[config.mk]
export PLATFORM = sky130hd
export DESIGN_NAME = seq_mult_sa
export DESIGN_NICKNAME = d
export VERILOG_FILES = /design/src/rtl/mult_pkg.sv /design/src/rtl/seq_mult_ctrl.sv /design/src/rtl/seq_mult_sa.sv
export SDC_FILE = /design/constraint.sdc
export NUM_CORES = 1
export LEC_CHECK = 0
export BUFFER_PORTS_ARGS = -buffer_cell sky130_fd_sc_hd__buf_2
export CAP_MARGIN = 20
export CORE_MARGIN = 4
export CORE_UTILIZATION = 45
export CTS_CLUSTER_DIAMETER = 60
export DETAILED_ROUTE_END_ITERATION = 6
export GPL_TIMING_DRIVEN = 0
export HOLD_SLACK_MARGIN = 0.12
export SLEW_MARGIN = 20
export SYNTH_ARGS = -nofsm -noshare
export SYNTH_HDL_FRONTEND = slang
export SYNTH_SLANG_ARGS = --single-unit
[constraint.sdc]
create_clock -name clk -period 2.9 [get_ports clk]
set_clock_uncertainty 0.15 [all_clocks]
set_input_delay 0.58 -clock clk [delete_from_list [all_inputs] [get_ports clk]]
set_output_delay 0.58 -clock clk [all_outputs]
set_load 0.005 [all_outputs]
[src/rtl/mult_pkg.sv]
// Shared definitions for the sequential shift-and-add multiplier: FSM state
// encoding and the conditional magnitude helper used when operands are captured.
package mult_pkg;

   localparam int MAX_W = 64;

   typedef enum logic [1:0] {
      IDLE = 2'b00,
      CALC = 2'b01,
      FIN  = 2'b10
   } state_t;

   // Magnitude of the low w bits of v when sgn is set; the caller truncates to w bits.
   // -2^(w-1) maps to 2^(w-1), which still fits unsigned in w bits.
   function automatic logic [MAX_W-1:0] abs_w(input logic [MAX_W-1:0] v,
                                              input int w,
                                              input logic sgn);
      if (sgn && v[6'(w-1)])
         return -v;
      else
         return v;
   endfunction

endpackage

[src/rtl/seq_mult_ctrl.sv]
// Controller for seq_mult_sa: IDLE/CALC/FIN FSM, iteration counter and exit
// decision; emits load/iterate/finish strobes to the datapath.
module seq_mult_ctrl
   import mult_pkg::*;
#(
   parameter int W          = 16,
   parameter int EARLY_EXIT = 1
) (
   input  logic   clk,
   input  logic   rst_n,
   input  logic   start,
   input  logic   mb_rest_zero,
   output logic   load,
   output logic   iter,
   output logic   fin,
   output state_t state_dbg
);

   localparam int CNT_W = $clog2(W) + 1;

   state_t             state_q, state_d;
   logic [CNT_W-1:0]   cnt_q;
   logic               last_iter;

   // mb_rest_zero reflects the multiplier after this iteration's shift.
   assign last_iter = (cnt_q == CNT_W'(W - 1)) || ((EARLY_EXIT != 0) && mb_rest_zero);
   assign state_dbg = state_q;

   always_ff @(posedge clk or negedge rst_n) begin
      if (!rst_n) begin
         state_q <= IDLE;
         cnt_q   <= '0;
      end else begin
         state_q <= state_d;
         if (load)
            cnt_q <= '0;
         else if (iter)
            cnt_q <= cnt_q + CNT_W'(1);
      end
   end

   always_comb begin
      state_d = state_q;
      load    = 1'b0;
      iter    = 1'b0;
      fin     = 1'b0;
      case (state_q)
         IDLE: begin
            if (start) begin
               load    = 1'b1;
               state_d = CALC;
            end
         end
         CALC: begin
            iter = 1'b1;
            if (last_iter)
               state_d = FIN;
         end
         FIN: begin
            fin     = 1'b1;
            state_d = IDLE;
         end
         default: state_d = IDLE;
      endcase
   end

endmodule

[src/rtl/seq_mult_sa.sv]
// Sequential radix-2 shift-and-add multiplier with start/busy/done handshake,
// run-time signed mode and optional early termination on an exhausted multiplier.
module seq_mult_sa
   import mult_pkg::*;
#(
   parameter int W          = 16,
   parameter int EARLY_EXIT = 1
) (
   input  logic           clk,
   input  logic           rst_n,
   input  logic           start,
   input  logic           signed_mode,
   input  logic [W-1:0]   a,
   input  logic [W-1:0]   b,
   output logic           busy,
   output logic           done,
   output logic [2*W-1:0] product
);

   // Handshake: start is honoured only when busy=0 (IDLE, including the done
   // cycle); done pulses for one cycle and product holds until the next done.

   logic [2*W-1:0] ma_q, acc_q, product_q;
   logic [W-1:0]   mb_q, a_mag, b_mag;
   logic           neg_q, done_q;
   logic           load, iter, fin, mb_rest_zero;
   state_t         state_dbg;

   assign a_mag        = W'(abs_w(MAX_W'(a), W, signed_mode));
   assign b_mag        = W'(abs_w(MAX_W'(b), W, signed_mode));
   assign mb_rest_zero = (mb_q[W-1:1] == '0);

   seq_mult_ctrl #(
      .W          (W),
      .EARLY_EXIT (EARLY_EXIT)
   ) u_ctrl (
      .clk          (clk),
      .rst_n        (rst_n),
      .start        (start),
      .mb_rest_zero (mb_rest_zero),
      .load         (load),
      .iter         (iter),
      .fin          (fin),
      .state_dbg    (state_dbg)
   );

   assign busy    = (state_dbg == CALC) || (state_dbg == FIN);
   assign done    = done_q;
   assign product = product_q;

   always_ff @(posedge clk or negedge rst_n) begin
      if (!rst_n) begin
         ma_q      <= '0;
         mb_q      <= '0;
         acc_q     <= '0;
         neg_q     <= 1'b0;
         product_q <= '0;
         done_q    <= 1'b0;
      end else begin
         if (load) begin
            ma_q  <= {{W{1'b0}}, a_mag};
            mb_q  <= b_mag;
            acc_q <= '0;
            neg_q <= signed_mode & (a[W-1] ^ b[W-1]);
         end else if (iter) begin
            if (mb_q[0])
               acc_q <= acc_q + ma_q;
            ma_q <= ma_q << 1;
            mb_q <= mb_q >> 1;
         end
         // Sign is restored only once, on the magnitude product.
         if (fin)
            product_q <= neg_q ? -acc_q : acc_q;
         done_q <= fin;
      end
   end

endmodule

# Word-level counts from Yosys, hierarchy flattened
# Index checks and enable logic that the tools add are counted.
# word_totals
output_inout_bits	34
latch_bits	0
mem_count	0
romBits	0
word_cells	49
inputBits	36
reg_bits	121
ramBits	0
# classes
n_div	0
add_sub_neg	5
eq_ne	5
multipliers	0
reduce_logical	10
bitwise	2
shifts	0
n_lt_le_gt_ge	0
muxes	19
# ops
op	count
two-way mux 32 bit	6
two-way mux 16 bit	4
adder 32 bit	1
negation 16 bit	2
negation 32 bit	1
zero test 15 bit	1
two-way mux 5 bit	2
adder 5 x 1 -> 5 bit (second input constant)	1
equality test 5 x 4 -> 1 bit (second input constant)	1
two-way mux 1 bit	4
two-way mux 2 bit	2
one-hot mux 2 bit (2 select lines)	1
AND reduction 2 bit	2
nonzero test 2 bit	2
equality test 2 x 1 -> 1 bit (second input constant)	1
equality test 2 bit (second input constant)	1
logical AND 1 bit	2
zero test 2 bit	1
logical OR 1 bit	2
!= test 2 x 1 -> 1 bit (second input constant)	1
!= test 2 bit (second input constant)	1
AND 1 bit	1
bitwise XOR 1 bit	1

# Depth between registers and ports, before layout
# Gate-level depths: netlist (run 1).
# depth
word_depth	4
depth_mapped	10
mapped_depth_nobuf	9

# Hierarchy
# A second synthesis (run 1) with hierarchy kept.
# unflattened
cells_unflattened	855
area_unflattened_um2	7672.4
# modules_own_cells
mod	cells_each	instances	seq_area_each_um2	area_each_um2
seq_mult_sa	825	1	2852.7	7323.3
seq_mult_ctrl	30	1	175.2	349.1

# Least setup slack after synthesis (run 1)
# OpenSTA, ideal clock, no wires.
# synth_path
path_kind	reg2reg
from	register acc_q[0]
to	register acc_q[16]
stages_incl_launch_ff	10
synth_period_minus_slack_ns	2.542
arrival_time_ns	2.259
setup_ns	0.133
required_time_ns	2.617
n_path_buf	0
path_slack_ns	0.358
cell_sequence	dfrtp_1 ha_1 fa_1 a211oi_1 o21bai_1 o21ai_0 a21boi_0 o21bai_1 nor4b_1 a211oi_1
# synth_between
elab_chain_cells	4
# synth_lines
element	line	text
from (decl)	seq_mult_sa.sv:23	logic [2*W-1:0] ma_q, acc_q, product_q;
from (signal assigned)	seq_mult_sa.sv:67	acc_q <= acc_q + ma_q;
adder 32 bit	seq_mult_sa.sv:67	
two-way mux 32 bit	seq_mult_sa.sv:66	if (mb_q[0])
two-way mux 32 bit	seq_mult_sa.sv:65	end else if (iter) begin
two-way mux 32 bit	seq_mult_sa.sv:60	if (load) begin
# No other way between the ends. The select of a mux whose other input is x is not followed.
# A chain may end at the register's enable or synchronous reset.

# Worst setup path after layout (run 1)
# layout_path
from	register acc_q[2]
to	register acc_q[25]
# Same word-level chain as after synthesis.

==> results of run 1 <==
-- what timing repair did --
| item | in CTS | in global routing |
|---|---|---|
| buffers inserted | 1 | 2 |
| endpoints found under the setup margin | 2 | 21 |
| resized for setup | 3 | 18 |
| hold buffers | 1 | 0 |
| pin swaps | 1 | 3 |
| endpoints found under the hold margin | 49 | 0 |
-- where the power goes --
group          switching (mW)  internal [mW]
registers               0.637           2.36
logic                    2.64           1.81
clock network           0.743           1.28
-- worst max-delay path: cells and delay by family (launching register included) --
| kind | cells | cell delay (ns) |
|---|---|---|
| DFF | 1 | 0.48 |
| buffers and inverters | 1 | 0.15 |
| adders and majority gates | 1 | 0.44 |
| AOI/OAI and AO/OA | 5 | 1.00 |
| and+or+nand+nor | 2 | 0.48 |
-- cells in the mapped netlist, types with 3 or more instances --
cell / count
a211oi_1: 17
a21boi_0: 4
a21o_1: 16
a21oi_1: 75
a31oi_1: 13
and2_1: 6
and3_1: 8
buf_1: 8
clkbuf_1: 32
dfrtp_1: 121
ha_1: 40
inv_1: 17
mux2_2: 6
mux2i_1: 48
nand2_1: 122
nand2b_1: 3
nand3_1: 16
nand3b_1: 5
nand4_1: 6
nor2_1: 94
nor2b_1: 8
nor3_1: 21
nor4_1: 11
o211ai_1: 4
o21a_1: 5
o21ai_0: 71
o31ai_1: 16
o41ai_1: 4
or3_1: 7
xnor2_1: 22
xor2_1: 55
-- state kept, by name, indices dropped and copies added (netlist names) --
name,cells
done,1
mb_q,16
neg_q,1
u_ctrl.state_dbg,2
ma_q,32
acc_q,32
u_ctrl.cnt_q,5
product,32
-- cell type report --
class	count	area [µm²]	area share (%)
multi-input cells	739	4840	51.7
flip-flops and latches	121	3030	32.3
clock buffers	25	505	5.40
repair buffers	74	424	4.53
well taps	225	282	3.01
plain buffers	40	155	1.66
clock inverters	7	65.1	0.695
inverters	17	63.8	0.681
-- stage by stage --
step	total power [mW]	setup TNS, ns	instance area, µm²	util, %
floorplan	6.09	0	8030	-
global placement	7.37	-55.06	8650	49.7
detailed placement	7.42	-0.132	8690	49.9
CTS	9.49	0	9290	53.3
global route	10.3	-0.0301	9370	53.8
finish	9.48	0	9370	53.8
-- per-layer routing --
| layer | global-route usage, % | share of wire [%] | vias to the layer above |
|---|---|---|---|
| li1 | - | - | 3469 |
| met1 | 29.9 | 49 | 3184 |
| met2 | 31.9 | 44 | 145 |
| met3 | 3.98 | 4.7 | 26 |
| met4 | 7.07 | 1.7 | 0 |
| met5 | 0 | 0 | - |
-- placed cells by master (no fill, tap or decap), types with 5 or more instances in the layout --
cell         n
nand2_1    122
dfrtp_1    120
nor2_1      94
a21oi_1     74
o21ai_0     70
buf_2       70
xor2_1      55
mux2i_1     48
ha_1        39
clkbuf_1    31
xnor2_1     22
nor3_1      20
inv_1       17
clkbuf_16   17
o31ai_1     16
a211oi_1    16
a21o_1      16
nand3_1     15
a31oi_1     12
nor4_1      10
and3_1       8
buf_1        8
nor2b_1      8
or3_1        7
and2_1       6
mux2_2       6
nand4_1      6
nand3b_1     5
o21a_1       5
clkbuf_8     5
-- cells by family (layout without fill, tap and decap cells) --
kind of cell | Yosys count | after routing
simple gates | 318 | 318
mux | 54 | 54
flops | 121 | 121
compound gates | 249 | 249
buf+inv | 59 | 163
fa+ha+maj | 41 | 41
xor+xnor | 77 | 77
-- worst max-delay path by stage --
| stage | endpoint | slack [ns] | depth (start not counted) |
|---|---|---|---|
| 2_1_floorplan | acc_q[16]$_DFFE_PN0P_ | 0.36 | 9 |
| 3_3_place_gp | product[4]$_DFFE_PN0P_ | -0.47 | 1 |
| 3_5_place_dp | acc_q[16]$_DFFE_PN0P_ | -0.07 | 9 |
| 4_1_cts | acc_q[26]$_DFFE_PN0P_ | 0.002 | 10 |
| 5_1_grt | acc_q[25]$_DFFE_PN0P_ | -0.03 | 9 |
| 6_report | acc_q[25]$_DFFE_PN0P_ | 0.12 | 9 |
==> flow_metrics.env, run 1 <==
export IMPL_outcome="finished clean"
export IMPL_root_buffer="clkbuf_16"
export IMPL_row_count=48
export IMPL_nets=1087
export IMPL_io_pins=70
export IMPL_cpPeakStageDelay_ns=0.48
export IMPL_crit_arrival_ns=2.97
export IMPL_fp_dieH_um=142
export IMPL_die_w_um=142
export IMPL_worstMarginPinSlew_ns=0.746
export IMPL_synth_top_cell_area_share_pct=37.7
export IMPL_synth_compound_area_share_pct=19.7
export IMPL_p_leak_nw=4.34
export IMPL_dr_pass1_iters=5
export IMPL_synth_area_mm2=0.00803
export IMPL_drive_above_1_share_pct=13.5
export IMPL_clockBufferDepth=2
export IMPL_slowest_stage="dfrtp_1"
export IMPL_grt_overflow=0
export IMPL_antenna_found_initial=0
export IMPL_via_per_inst=5.47
export IMPL_drc_errors=0
export IMPL_final_antenna_net_count=0
export IMPL_synth_area_leaders="dfrtp_1, ha_1, xor2_1"
export IMPL_globalRouteTotalUtil_pct=20.9
export IMPL_grt_start_max_net_pins=73
export IMPL_worstSetupEndpointType="register"
export IMPL_dp_hpwl_um=15600
export IMPL_yosysSeqAreaShare_pct=37.7
export IMPL_drv_slew=0
export IMPL_finalCriticalPeriod_ns=2.78
export IMPL_hold_violations=0
export IMPL_dp_cells=1214
export IMPL_clk_latency_ns=0.42
export IMPL_synth_fa_ha_area_share_pct=6.48
export IMPL_fin_crit_sh_pct=95.9
export IMPL_synth_area_mux_share_pct=6.83
export IMPL_start_util_pct=46.1
export IMPL_synth_nets=996
export IMPL_vias=6824
export IMPL_fin_cells=1248
export IMPL_htreeDepth=4
export IMPL_crit_type="reg2reg"
export IMPL_synthFlopType="dfrtp_1"
export IMPL_start_kind="register"
export IMPL_cts_buffers=17
export IMPL_worstPathCellList="ha_2 -> o211ai_1 -> o21ai_2 -> o31ai_4 -> buf_12 -> a2111oi_4 -> nor3_2 -> or3_1 -> a31oi_1"
export IMPL_r2r_start="acc_q[2]$_DFFE_PN0P_"
export IMPL_die_area_mm2=0.0200
export IMPL_setup_viol=0
export IMPL_synth_edf_count=0
export IMPL_synthSimpleGateAreaFrac_pct=18.1
export IMPL_required_ns=3.09
export IMPL_clkSlewWorstSetupHoldPaths_ns=0.05
export IMPL_synth_top_area_cell="dfrtp_1"
export IMPL_ir_drop_mv=0.482
export IMPL_reg2reg_setup_slack_ns=0.12
export IMPL_core_mm2=0.0174
export IMPL_ys_types=61
export IMPL_worstRegToRegCells=9
export IMPL_grt_pass1_wl_um=33800
export IMPL_syn_avg_cell_area_um2=8.73
export IMPL_synth_top_family_by_area="compound AO/OA/AOI/OAI gates"
export IMPL_slew_headroom_pct=50.3
export IMPL_fillCellCount=1674
export IMPL_setup_ws_ns=0.118
export IMPL_crit_fanout=7
export IMPL_synthXorXnorAreaFrac_pct=8.40
export IMPL_wl_um=20600
export IMPL_portBuffers=69
export IMPL_fin_hold_ws_ns=0.295
export IMPL_tritoncts="yes"
export IMPL_whs_path_depth=3
export IMPL_cts_sink_count=121
export IMPL_synthArstFlopShare_pct=100
export IMPL_ys_warn_count=0
export IMPL_synth_seq_cells=121
export IMPL_routabilityCongestion=0.916
export IMPL_post_drt_wl_per_cell_um=16.5
export IMPL_hold_path_class="in2reg"
export IMPL_maxCapViolCount=0
export IMPL_min_from="b[0]"
export IMPL_dp_worst_setup_slack_ns=-0.0720
export IMPL_crit_reg2reg_capture="acc_q[25]$_DFFE_PN0P_"
export IMPL_drtIter0Drc=357
export IMPL_powerDensity_mw_per_mm2=1010
export IMPL_areaGrowthSynthToFinish_pct=16.7
export IMPL_grt_pass1_vias=6613
export IMPL_cp_startpoint="acc_q[2]$_DFFE_PN0P_"
export IMPL_min_to="mb_q[0]$_DFFE_PN0P_"
export IMPL_insertedDiodeCount=0
export IMPL_fmax_ghz=0.360
export IMPL_synth_cells=919
(Power assumes the default switching activity.)
==> inputs of run 2 (changes only) <==
--- a/config.mk
+++ b/config.mk
@@ -13,7 +13,9 @@
 export DETAILED_ROUTE_END_ITERATION = 6
 export GPL_TIMING_DRIVEN = 0
 export HOLD_SLACK_MARGIN = 0.12
+export PLACE_DENSITY_LB_ADDON = 0.2
 export SLEW_MARGIN = 20
 export SYNTH_ARGS = -nofsm -noshare
 export SYNTH_HDL_FRONTEND = slang
+export SYNTH_HIERARCHICAL = 1
 export SYNTH_SLANG_ARGS = --single-unit
==> run 2 against run 1 <==
The run now ends with setup timing left. Register-to-register slack got worse by 0.67 ns. Highest routed layer unchanged. Hold slack got worse by 0.026 ns. Die area fell by 4.2%. Sequential power rose by 6%. Core utilization rose by 5.1 points. Final cell count fell by 2.6%. Worst setup slack got worse by 0.67 ns. First-iteration DRC count fell by 8.4%. Routed wire length fell by 4.2%. Combinational power rose by 22%. Global-route usage fell by 0.64 points.
==> flow_metrics.env, run 2 <==
export IMPL_via_per_inst=5.44
export IMPL_synth_nets=928
export IMPL_synth_area_leaders="dfrtp_1, mux2i_1, ha_1"
export IMPL_start_util_pct=46.1
export IMPL_crit_top_cell="or4_4"
export IMPL_synthArstFlopShare_pct=100
export IMPL_min_from="b[0]"
export IMPL_fillCellCount=1470
export IMPL_globalRouteTotalUtil_pct=20.3
export IMPL_ir_drop_mv=0.618
export IMPL_ys_warn_count=6
export IMPL_whs_path_depth=3
export IMPL_portBuffers=69
export IMPL_worstRegToRegCells=11
export IMPL_synth_most_common_cell="dfrtp_1"
export IMPL_tritoncts="yes"
export IMPL_mostFrequentLayoutCells="nand2_1, dfrtp_1, nor2_1"
export IMPL_crit_reg2reg_capture="product[26]$_DFFE_PN0P_"
export IMPL_required_ns=3.04
export IMPL_syn_avg_cell_area_um2=8.97
export IMPL_post_drt_wl_per_cell_um=16.2
export IMPL_maxCapViolCount=0
export IMPL_fin_area_mm2=0.00980
export IMPL_dp_worst_setup_slack_ns=-0.684
export IMPL_hold_path_class="in2reg"
export IMPL_slew_headroom_pct=30.3
export IMPL_areaGrowthSynthToFinish_pct=27.8
export IMPL_grt_pass1_wl_um=32100
export IMPL_synth_edf_count=0
export IMPL_yosysSeqAreaShare_pct=39.5
export IMPL_core_mm2=0.0166
export IMPL_min_to="mb_q[0]$_DFFE_PN0P_"
export IMPL_power_frac_seq_pct=29.5
export IMPL_io_pins=70
export IMPL_drv_slew=0
export IMPL_finalCriticalPeriod_ns=3.46
export IMPL_start_kind="register"
export IMPL_switching_power_mw=4.42
export IMPL_cts_sink_count=121
export IMPL_vias=6621
export IMPL_fin_crit_sh_pct=119
export IMPL_setup_viol=21
export IMPL_drtIter0Drc=327
export IMPL_insertedDiodeCount=0
export IMPL_dp_hpwl_um=14200
export IMPL_synth_common_cells="dfrtp_1, nand2_1, a21oi_1, nor2_1, o21ai_0"
export IMPL_slowest_stage="or4_4"
export IMPL_dr_pass1_iters=7
export IMPL_htreeDepth=4
export IMPL_antenna_found_initial=0
export IMPL_clkSlewWorstSetupHoldPaths_ns=0.06
export IMPL_powerDensity_mw_per_mm2=1100
export IMPL_fp_dieH_um=139
export IMPL_r2r_start="acc_q[1]$_DFFE_PN0P_"
export IMPL_grt_pass1_vias=6400
export IMPL_root_buffer="clkbuf_16"
export IMPL_reg2reg_setup_slack_ns=-0.56
export IMPL_row_count=47
export IMPL_cts_buffers=17
export IMPL_drive_above_1_share_pct=23.9
export IMPL_worstSetupEndpointType="register"
export IMPL_synth_area_mm2=0.00767
export IMPL_cpPeakStageDelay_ns=0.47
export IMPL_synth_cells=855
export IMPL_routabilityCongestion=0.925
export IMPL_p_int_mw=6.35
export IMPL_final_antenna_net_count=0
export IMPL_worstPathCellList="inv_4 -> ha_4 -> or3b_4 -> or4_4 -> nand2b_4 -> or4_4 -> or3_4 -> or2_4 -> o41ai_4 -> xor2_1 -> a21oi_1"
export IMPL_wl_um=19700
export IMPL_synth_top_area_cell="dfrtp_1"
export IMPL_violations="setup timing"
export IMPL_pwr_share_clk_pct=20.2
export IMPL_outcome="complete, but fails checks"
export IMPL_finalSetupTns_ns=-5.55
export IMPL_synth_top_cell_area_share_pct=39.5
export IMPL_die_area_mm2=0.0192
export IMPL_rsz0062_at_grt="yes"
export IMPL_synth_seq_cells=121
export IMPL_crit_type="reg2reg"
export IMPL_drc_errors=0
export IMPL_fmax_ghz=0.289
export IMPL_clk_latency_ns=0.42
export IMPL_grt_start_max_net_pins=69
export IMPL_synthFlopType="dfrtp_1"
export IMPL_combPwrFrac_pct=50.2
export IMPL_switching_share_pct=41.1
export IMPL_crit_fanout=5
export IMPL_p_total_mw=10.8
export IMPL_ys_types=62
export IMPL_hold_violations=0
export IMPL_worstMarginPinSlew_ns=1.05
export IMPL_place_area_mm2=0.00844
export IMPL_p_leak_nw=4.51
export IMPL_grt_overflow=0
export IMPL_setup_ws_ns=-0.556
export IMPL_die_w_um=139
export IMPL_crit_arrival_ns=3.59
export IMPL_nets=1056
export IMPL_fin_hold_ws_ns=0.269
export IMPL_clockBufferDepth=2
-- run 2: worst max-delay path by stage --
stage / start / cells past startpoint / end / slack, ns
floorplan: acc_q[1]$_DFFE_PN0P_ / 11 / product[26]$_DFFE_PN0P_ / -0.43
global placement: acc_q[0]$_DFFE_PN0P_ / 9 / product[29]$_DFFE_PN0P_ / -0.67
detailed placement: acc_q[0]$_DFFE_PN0P_ / 9 / product[29]$_DFFE_PN0P_ / -0.68
CTS: acc_q[1]$_DFFE_PN0P_ / 11 / product[26]$_DFFE_PN0P_ / -0.54
global route: acc_q[1]$_DFFE_PN0P_ / 11 / product[28]$_DFFE_PN0P_ / -0.64
finish: acc_q[1]$_DFFE_PN0P_ / 11 / product[26]$_DFFE_PN0P_ / -0.56
-- run 2: cell families after synthesis --
group | synth area share, %
AND/OR/NAND/NOR | 17.6
adder cells (fa/ha/maj) | 6.13
AO/OA/AOI/OAI | 18.2
XOR/XNOR | 9.13
multiplexers | 6.80
flip-flops | 39.5
buffers and inverters | 2.59
-- run 2: layer usage --
layer	wire length (µm)	vias up	share of wire [%]	GRT usage, %
met5	0	-	0	0
met4	425	0	2.2	7.38
met3	1010	31	5.1	4.10
met2	8980	166	46	31.0
met1	9290	3111	47	28.6
li1	-	3313	-	-
-- run 2: metrics by stage --
| step | util (%) | cells |
|---|---|---|
| 6_report | 58.9 | 1216 |
| 3_3_place_gp | 50.5 | 1144 |
| 2_1_floorplan | - | 855 |
| 5_1_grt | 58.9 | 1216 |
| 3_5_place_dp | 50.7 | 1145 |
| 4_1_cts | 57.1 | 1202 |
-- run 2: worst max-delay path: cells and delay by family, from the launching register on --
family          cells  cell delay [ns]
fa+ha+maj           1             0.12
xor+xnor            1             0.19
flops               1             0.44
buf+inv             1             0.08
simple gates        6             2.05
compound gates      2             0.30
-- run 2: layout make-up --
| class | instances | area (µm²) | share of cell area (%) |
|---|---|---|---|
| Multi-Input combinational cell | 681 | 4960 | 50.6 |
| Sequential cell | 121 | 3040 | 31.0 |
| Timing Repair Buffer | 110 | 708 | 7.22 |
| Clock buffer | 19 | 453 | 4.62 |
| Tap cell | 220 | 275 | 2.81 |
| Clock inverter | 13 | 168 | 1.71 |
| Buffer | 38 | 144 | 1.47 |
| Inverter | 14 | 55.1 | 0.562 |
-- run 2: power by group through the flow --
stage	logic (mW)	registers, mW	clock network (mW)
2_1_floorplan	3.55	2.93	0
3_3_place_gp	4.52	3.13	0
3_5_place_dp	4.58	3.15	0
4_1_cts	5.05	3.14	2.22
5_1_grt	6.02	3.28	2.29
6_report	5.41	3.18	2.18
-- run 2: timing repair --
| action | in CTS | in global routing |
|---|---|---|
| resized for setup | 56 | 41 |
| hold endpoints to repair | 53 | 0 |
| hold buffers | 1 | 0 |
| buffers inserted | 25 | 15 |
| endpoints found under the setup margin | 32 | 36 |
| pin swaps | 34 | 39 |
